### src/rtl/vsa_mem.sv
// vsa_mem: instruction and data memory for a small processor.
// The instruction memory is filled through a load stream before the
// program runs. While the program runs, the processor fetches instructions
// and reads and writes data. Stores made while running are counted, and the
// count saturates at its maximum value.
//
// Load handshake (ld_valid / ld_ready):
//   ld_ready is high only in LOAD. A word transfers on the rising clock edge
//   when ld_valid and ld_ready are both high. ld_data and ld_last are only
//   meaningful while ld_valid is high. ld_valid has no effect when ld_ready
//   is low, and the source may hold ld_valid low for any number of cycles.
module vsa_mem #(
    parameter logic [11:0] NOP   = 12'h800,
    parameter int          CNT_W = 8
) (
    input  logic             clock,
    input  logic             reset,
    input  logic [4:0]       PC,
    output logic [11:0]      instruction,
    input  logic [4:0]       ALUOutput,
    output logic [4:0]       datain,
    input  logic [4:0]       dataout,
    input  logic             wr,
    input  logic             ld_start,
    input  logic             ld_valid,
    input  logic [11:0]      ld_data,
    input  logic             ld_last,
    output logic             ld_ready,
    output logic             running,
    output logic [CNT_W-1:0] store_count,
    output logic [1:0]       debugState,
    output logic [4:0]       debugPtr
);

    typedef enum logic [1:0] {
        IDLE = 2'd0,
        LOAD = 2'd1,
        RUN  = 2'd2
    } state_t;

    state_t      state;
    logic [4:0]  ptr;
    logic [11:0] imem [32];
    logic [4:0]  dmem [32];

    logic loadAccept;
    logic storeAccept;
    logic loadDone;

    // A reload request in RUN takes priority over a store in the same cycle.
    assign loadAccept  = (state == LOAD) && ld_valid;
    assign storeAccept = (state == RUN) && wr && !ld_start;
    assign loadDone    = ld_last || (ptr == 5'd31);

    assign ld_ready    = (state == LOAD);
    assign running     = (state == RUN);
    assign instruction = (state == RUN) ? imem[PC] : NOP;
    assign datain      = dmem[ALUOutput];
    assign debugState  = state;
    assign debugPtr    = ptr;

    // Control FSM: load pointer, state transitions and the saturating store counter.
    always_ff @(posedge clock) begin
        if (reset) begin
            state       <= IDLE;
            ptr         <= 5'd0;
            store_count <= '0;
        end else begin
            case (state)
                IDLE: begin
                    if (ld_start) begin
                        state <= LOAD;
                        ptr   <= 5'd0;
                    end
                end
                LOAD: begin
                    // The pointer stops at the last entry. Reaching it ends the load.
                    if (loadAccept) begin
                        if (ptr != 5'd31) begin
                            ptr <= ptr + 5'd1;
                        end
                        if (loadDone) begin
                            state <= RUN;
                        end
                    end
                end
                RUN: begin
                    if (ld_start) begin
                        state <= LOAD;
                        ptr   <= 5'd0;
                    end
                end
                default: begin
                    state <= IDLE;
                    ptr   <= 5'd0;
                end
            endcase

            if (storeAccept && (store_count != {CNT_W{1'b1}})) begin
                store_count <= store_count + CNT_W'(1);
            end
        end
    end

    // Memory arrays: reset clears both, load writes imem, stores in RUN write dmem.
    always_ff @(posedge clock) begin
        if (reset) begin
            for (int i = 0; i < 32; i++) begin
                imem[i] <= NOP;
                dmem[i] <= 5'd0;
            end
        end else begin
            if (loadAccept) begin
                imem[ptr] <= ld_data;
            end
            if (storeAccept) begin
                dmem[ALUOutput] <= dataout;
            end
        end
    end

endmodule

### config.mk
export PLATFORM = sky130hd
export DESIGN_NAME = vsa_mem
export DESIGN_NICKNAME = d
export VERILOG_FILES = /design/src/rtl/vsa_mem.sv
export SDC_FILE = /design/constraint.sdc
export NUM_CORES = 1
export LEC_CHECK = 0
export CAP_MARGIN = 20
export CORE_MARGIN = 2
export CORE_UTILIZATION = 54
export CTS_BUF_LIST = sky130_fd_sc_hd__clkbuf_16
export DETAILED_ROUTE_END_ITERATION = 7
export HOLD_SLACK_MARGIN = 0.12
export PLACE_DENSITY_LB_ADDON = 0.1
export SETUP_SLACK_MARGIN = 0.2
export SYNTH_ARGS = -nofsm -noshare
export SYNTH_HDL_FRONTEND = slang
export SYNTH_SLANG_ARGS = --single-unit
### constraint.sdc
create_clock -name clock -period 2.3 [get_ports clock]
set_input_delay 0.345 -clock clock [delete_from_list [all_inputs] [get_ports clock]]
set_output_delay 0.345 -clock clock [all_outputs]
set_load 0.01 [all_outputs]
==> flow_summary.toml, run 1 <==
[run_status]
run_status = "finished, violations left"
violations = "negative setup slack"

[clocking]
ctsHoldBuffers = 0
clock_latency_ns = 0.62
clk_pin_slew_ns = 0.06
numCtsBuffers = 58
cts_sinks = 559
cts_tree = "done"
htree_levels = 2
cts_root_buffer = "clkbuf_16"
clock_path_buffers = 3

[die]
core_area_um2 = 47800
start_util = 0.549
dieArea_um2 = 50500
io_pins = 67
std_cell_rows = 80
die_y_um = 225
dieWidth_um = 225

[cells_and_area]
antenna_cells = 0
post-route-util = 0.651
instances_no_fill = 2629
layout-drive-gt1-share = 0.271
nNetsFinal = 2006
area_growth_pct = 18.5

[worst_setup_path]
cp_max_fo = 1
startpoint_type = "register"
endpoint_kind = "output pin"
critPathKind = "register to output pin"
worst_ep_arrival_time_ns = 2.32
cp.required_ns = 1.96

[logic_synthesis]
synth_top_area_share = 0.621
syn_nets = 1835
ys_warn_count = 0
ys_ff_latch = 559
synth_edf_count = 544
synth_common_cells = "544 x edfxtp_1, 517 x and2_1, 112 x clkbuf_1, 112 x mux4_2, 79 x nor2_1"
synth-async-reset-ratio = 0
synthMostInstantiatedCell = "edfxtp_1"
synth_area_per_cell_um2 = 14.6
yosysSeqAreaShare = 0.633
syn-cell-area_um2 = 26300
synth.distinct_cells = 60
syn-instance-count = 1796
synthTopCellsByArea = "edfxtp_1 62%, and2_1 12%, mux4_2 9.6%, mux2i_1 2.3%, clkbuf_1 1.6%"
yosysTopAreaCell = "edfxtp_1"
synth_flop_cell = "edfxtp_1"

[global_routing]
track_usage = 0.263
antenna_found_initial = 0
grt_pass1_vias = 15866
grt_pass1_wl_um = 98000
gr-total-overflow = 0
grt_max_degree = 67

[hold_path]
hp-class = "primary input to register"

[sta]
fin_tns_setup_ns = -3.59
tightest_slew_ns = 0.707
clock_skew_ns = 0.0172
setup_slack_ns = -0.368
timing.final.crit_share = 1.16
slew_headroom = 0.527
rsz0062_at_grt = "true"
period_needed_ns = 2.67
hold_viol = 0
maxClockFrequency_mhz = 375
finalSetupViolations = 17
maxSlewViolCount = 0

[detailed_routing]
vias_per_cell = 5.87
vias = 15435
route.detailed.drc = 0
final_antenna_net_count = 0
drt_iter0_markers = 1386
firstDrtPassIters = 5
avgRoutedWirePerCell_um = 24.3
drt_wl_total_um = 63800

[place]
numPlacedInstances = 2519
hpwl_um = 42900
dp_slack_ns = -0.764
gp_congestion = 0.871
io_buffer_count = 66

[job]
drv_cap = 0

[power_and_ir_drop]
power.density_nw_per_um2 = 737
p_leak_nw = 11.4
vdd_ir_drop_max_v = 0.000560
total_power_w = 0.0230
## stage by stage
step,hold slack (ns),area [um^2]
after floorplan,0.525,26300
after global placement,0.552,28800
after detailed placement,0.569,28800
after CTS,0.528,31000
after global routing,0.552,31200
final,0.557,31200
## critical path, stage by stage, from the launching register on
cell	delay, ns
edfxtp_1	0.38
mux4_2	0.51
mux2i_2	0.26
a221o_1	0.23
a31oi_2	0.06
buf_4	0.16
buf_6	0.11
## worst paths after layout
kind | start | endpoint | slack [ns] | depth (start not counted)
max | imem[13][10] | instruction[10] | -0.37 | 6
max reg2reg | debugState[1] | imem[4][9] | 0.30 | 7
min reg2reg | store_count[1] | store_count[1] | 0.58 | 2
min | reset | debugPtr[4] | 0.56 | 3
## per-layer routing
layer | track usage | wire length, um | vias to the layer above
met5 | 0 | 0 | -
met4 | 0.0976 | 2260 | 0
met3 | 0.0344 | 3750 | 102
met2 | 0.436 | 31600 | 545
met1 | 0.360 | 26200 | 7762
li1 | - | - | 7026
## cell usage in the layout, fill, tap and decap left out, types with 5 or more instances in the layout
cell type,instances
nor2_1,50
a31oi_2,5
buf_2,20
mux2i_4,19
ha_1,6
dfxtp_1,12
mux4_2,112
buf_12,31
edfxtp_1,544
mux2i_1,41
a221oi_1,11
o21ai_0,31
nor2_2,34
nand4_1,7
a21oi_1,5
a22oi_2,26
clkinv_2,14
clkbuf_16,59
mux4_1,5
clkinv_1,10
nand2_1,15
inv_1,18
buf_4,184
o21ai_1,46
bufinv_16,9
a22oi_1,15
or3_1,34
nor2b_1,6
and2_1,517
a221o_1,11
a31oi_1,7
clkdlybuf4s50_1,39
## layout make-up
type / count / area [um^2]
Timing Repair Buffer: 281 / 2560
Tap cell: 615 / 769
Inverter: 6 / 22.5
Clock inverter: 48 / 443
Fill cell: 3449 / 16700
Multi-Input combinational cell: 1061 / 9240
Clock buffer: 59 / 1480
Sequential cell: 559 / 16600
## cells by family after synthesis
kind of cell | Yosys count | share of synthesized area
simple gates | 701 | 0.161
flops | 559 | 0.633
mux | 180 | 0.125
buf+inv | 176 | 0.0343
compound gates | 168 | 0.0417
xor+xnor | 6 | 0.00200
fa+ha+maj | 6 | 0.00286
## what timing repair did
item | 4_1_cts | 5_1_grt
gates resized for setup | 145 | 42
setup buffers | 3 | 0
pin swaps | 25 | 15
endpoints found under the setup margin | 84 | 219
endpoints found under the hold margin | 0 | 0
## sequential cells by signal (all words and copies together) (netlist names)
name and cells:
debugState 2, dmem 160, imem 384, debugPtr 5, store_count 8
## report_power, final
| part | internal, W | leakage [nW] | switching [W] |
|---|---|---|---|
| combinational | 0.000815 | 4.76 | 0.00105 |
| clock | 0.00563 | 0.999 | 0.00388 |
| sequential | 0.0115 | 5.59 | 0.000105 |
| total | 0.0179 | 11.4 | 0.00504 |
No activity file was read; power rests on OpenSTA's default activity.
==> run 2, diff against run 1 <==
--- a/config.mk
+++ b/config.mk
@@ -9,6 +9,7 @@
 export CORE_MARGIN = 2
 export CORE_UTILIZATION = 54
 export CTS_BUF_LIST = sky130_fd_sc_hd__clkbuf_16
+export CTS_CLUSTER_DIAMETER = 100
 export DETAILED_ROUTE_END_ITERATION = 7
 export HOLD_SLACK_MARGIN = 0.12
 export PLACE_DENSITY_LB_ADDON = 0.1
==> results of run 2 <==
Final layout, timing and power as in run 1 (identical DEF).
==> run 3, diff against run 2 <==
--- a/config.mk
+++ b/config.mk
@@ -6,7 +6,7 @@
 export NUM_CORES = 1
 export LEC_CHECK = 0
 export CAP_MARGIN = 20
-export CORE_MARGIN = 2
+export CORE_MARGIN = 1
 export CORE_UTILIZATION = 54
 export CTS_BUF_LIST = sky130_fd_sc_hd__clkbuf_16
 export CTS_CLUSTER_DIAMETER = 100
==> flow_summary.toml, run 3 (synthesis gave the netlist of run 1 again) <==
[clocking]
clock_latency_ns = 0.60
numCtsBuffers = 57
cts_tree = "done"
ctsHoldBuffers = 0
cts_root_buffer = "clkbuf_16"
htree_levels = 2
cts_sinks = 559
clock_path_buffers = 3
clk_pin_slew_ns = 0.06

[detailed_routing]
avgRoutedWirePerCell_um = 24.3
firstDrtPassIters = 7
vias = 15378
route.detailed.drc = 0
drt_iter0_markers = 1290
final_antenna_net_count = 0
drt_wl_total_um = 63400
vias_per_cell = 5.88

[cells_and_area]
largest_reg_flops = 384
layout_commonest_cell = "edfxtp_1"
post-route-util = 0.648
nNetsFinal = 2000
regMostFlops = "imem"
layout-drive-gt1-share = 0.262
nFillCells = 3487
area_growth_pct = 17.9
layout_common_cells = "544 x edfxtp_1, 517 x and2_1, 165 x buf_4"
antenna_cells = 0
largestRegisters = "imem x384, dmem x160, store_count x8"

[worst_setup_path]
crit_path_max_incr_delay_ns = 0.53
cp_num_buf_inv = 1
worstPathCellList = "mux4_2 -> mux2i_4 -> a221o_1 -> a31oi_2 -> buf_2"
cp_max_fo = 1
cp.required_ns = 1.96
crit_family = "multiplexers"
slowest_stage = "mux4_2"
ff2ff_setup_slack_ns = 0.30
endpoint_kind = "output pin"
rr_endpoint = "imem[23][7]"
startpoint_type = "register"
worst_ep_arrival_time_ns = 2.26
critPathKind = "register to output pin"
reg2regPathDepth = 7
crit-reg2reg-launch = "debugState[1]"
crit_path_start = "imem[11][4]"

[power_and_ir_drop]
switchingPower_w = 0.00494
total_power_w = 0.0219
power_frac_comb = 0.084
intPower_w = 0.0170
vdd_ir_drop_max_v = 0.000623
power.density_nw_per_um2 = 707
clkPwrFrac = 0.388
sw_frac_of_total = 0.225
p_leak_nw = 11.2
p_seq_frac = 0.528

[place]
hpwl_um = 42200
gp_congestion = 0.854
io_buffer_count = 66

[die]
dieWidth_um = 223
die_y_um = 223
core_area_um2 = 47800
start_util = 0.549
io_pins = 67
dieArea_um2 = 49600
std_cell_rows = 80

[hold_path]
hp-class = "primary input to register"
hold_depth = 3
hp-start = "reset"
holdPathEnd = "store_count[6]"

[sta]
timing.final.crit_share = 1.13
hold_viol = 0
maxClockFrequency_mhz = 383
finalSetupViolations = 17
maxSlewViolCount = 0
slew_headroom = 0.554
fin_tns_setup_ns = -3.70
period_needed_ns = 2.61
clock_skew_ns = 0.0110
rsz0062_at_grt = "true"
setup_slack_ns = -0.308
tightest_slew_ns = 0.667

[run_status]
violations = "negative setup slack"
run_status = "finished, violations left"

[global_routing]
antenna_found_initial = 0
grt_pass1_wl_um = 95800
grt_pass1_vias = 15542
track_usage = 0.261
grt_max_degree = 45
gr-total-overflow = 0

[job]
drv_cap = 0
-- run 3: cell count changes in the layout (fill, tap and decap cells not counted), sizes merged --
cell           before  now
bufinv              9    2
dlymetal6s2s        1    0
clkinv             24   21
buf               238  233
inv                20   21
dlygate4sd2         2    3
clkbuf             60   57
clkinvlp            1    3
clkdlybuf4s15       0    1
-- run 3: area by class of cell --
class                   instances  area (um^2)  area share
inverters                       6         22.5    0.000727
repair buffers                276         2720      0.0877
clock inverters                41          245     0.00791
multi-input cells            1061         9160       0.296
clock buffers                  57         1430      0.0460
flip-flops and latches        559        16600       0.537
well taps                     615          769      0.0248
-- run 3: how the worst max path moves through the flow --
stage / endpoint / depth (start not counted)
after floorplan: imem[0][0] / 4
after global placement: instruction[3] / 7
after detailed placement: instruction[11] / 7
after CTS: instruction[5] / 5
after global routing: instruction[2] / 6
final: instruction[4] / 5
-- run 3: worst min-delay path: stages --
cell	delay, ns
clkdlybuf4s50_1	0.43
buf_4	0.21
nor2_1	0.10
-- run 3: layer usage --
metal	GRT usage	wire length, um
met1	0.348	25900
met2	0.451	32600
met3	0.0304	3410
met4	0.0803	1550
met5	0	0
-- run 3: metrics by stage --
step | hold WS (ns) | setup slack, ns | cells | instance area (um^2)
4_1_cts | 0.475 | -0.345 | 2615 | 30900
3_5_place_dp | 0.553 | -0.707 | 2515 | 28900
6_report | 0.514 | -0.308 | 2615 | 31000
5_1_grt | 0.517 | -0.347 | 2615 | 31000
2_1_floorplan | 0.525 | -0.125 | 1796 | 26300
3_3_place_gp | 0.526 | -0.676 | 2515 | 28900
-- run 3: what timing repair did --
item	CTS	global route
pin swaps	32	19
endpoints found under the setup margin	234	148
gates resized for setup	157	23
cloned	0	0
setup buffers	2	0
-- run 3: power by group through the flow --
| stage | sequential, W | clock [W] | combinational, W |
|---|---|---|---|
| 3_5_place_dp | 0.0118 | 0 | 0.00177 |
| 3_3_place_gp | 0.0118 | 0 | 0.00175 |
| 6_report | 0.0116 | 0.00850 | 0.00183 |
| 4_1_cts | 0.0116 | 0.00862 | 0.00183 |
| 2_1_floorplan | 0.0118 | 0 | 0.000937 |
| 5_1_grt | 0.0116 | 0.00900 | 0.00193 |
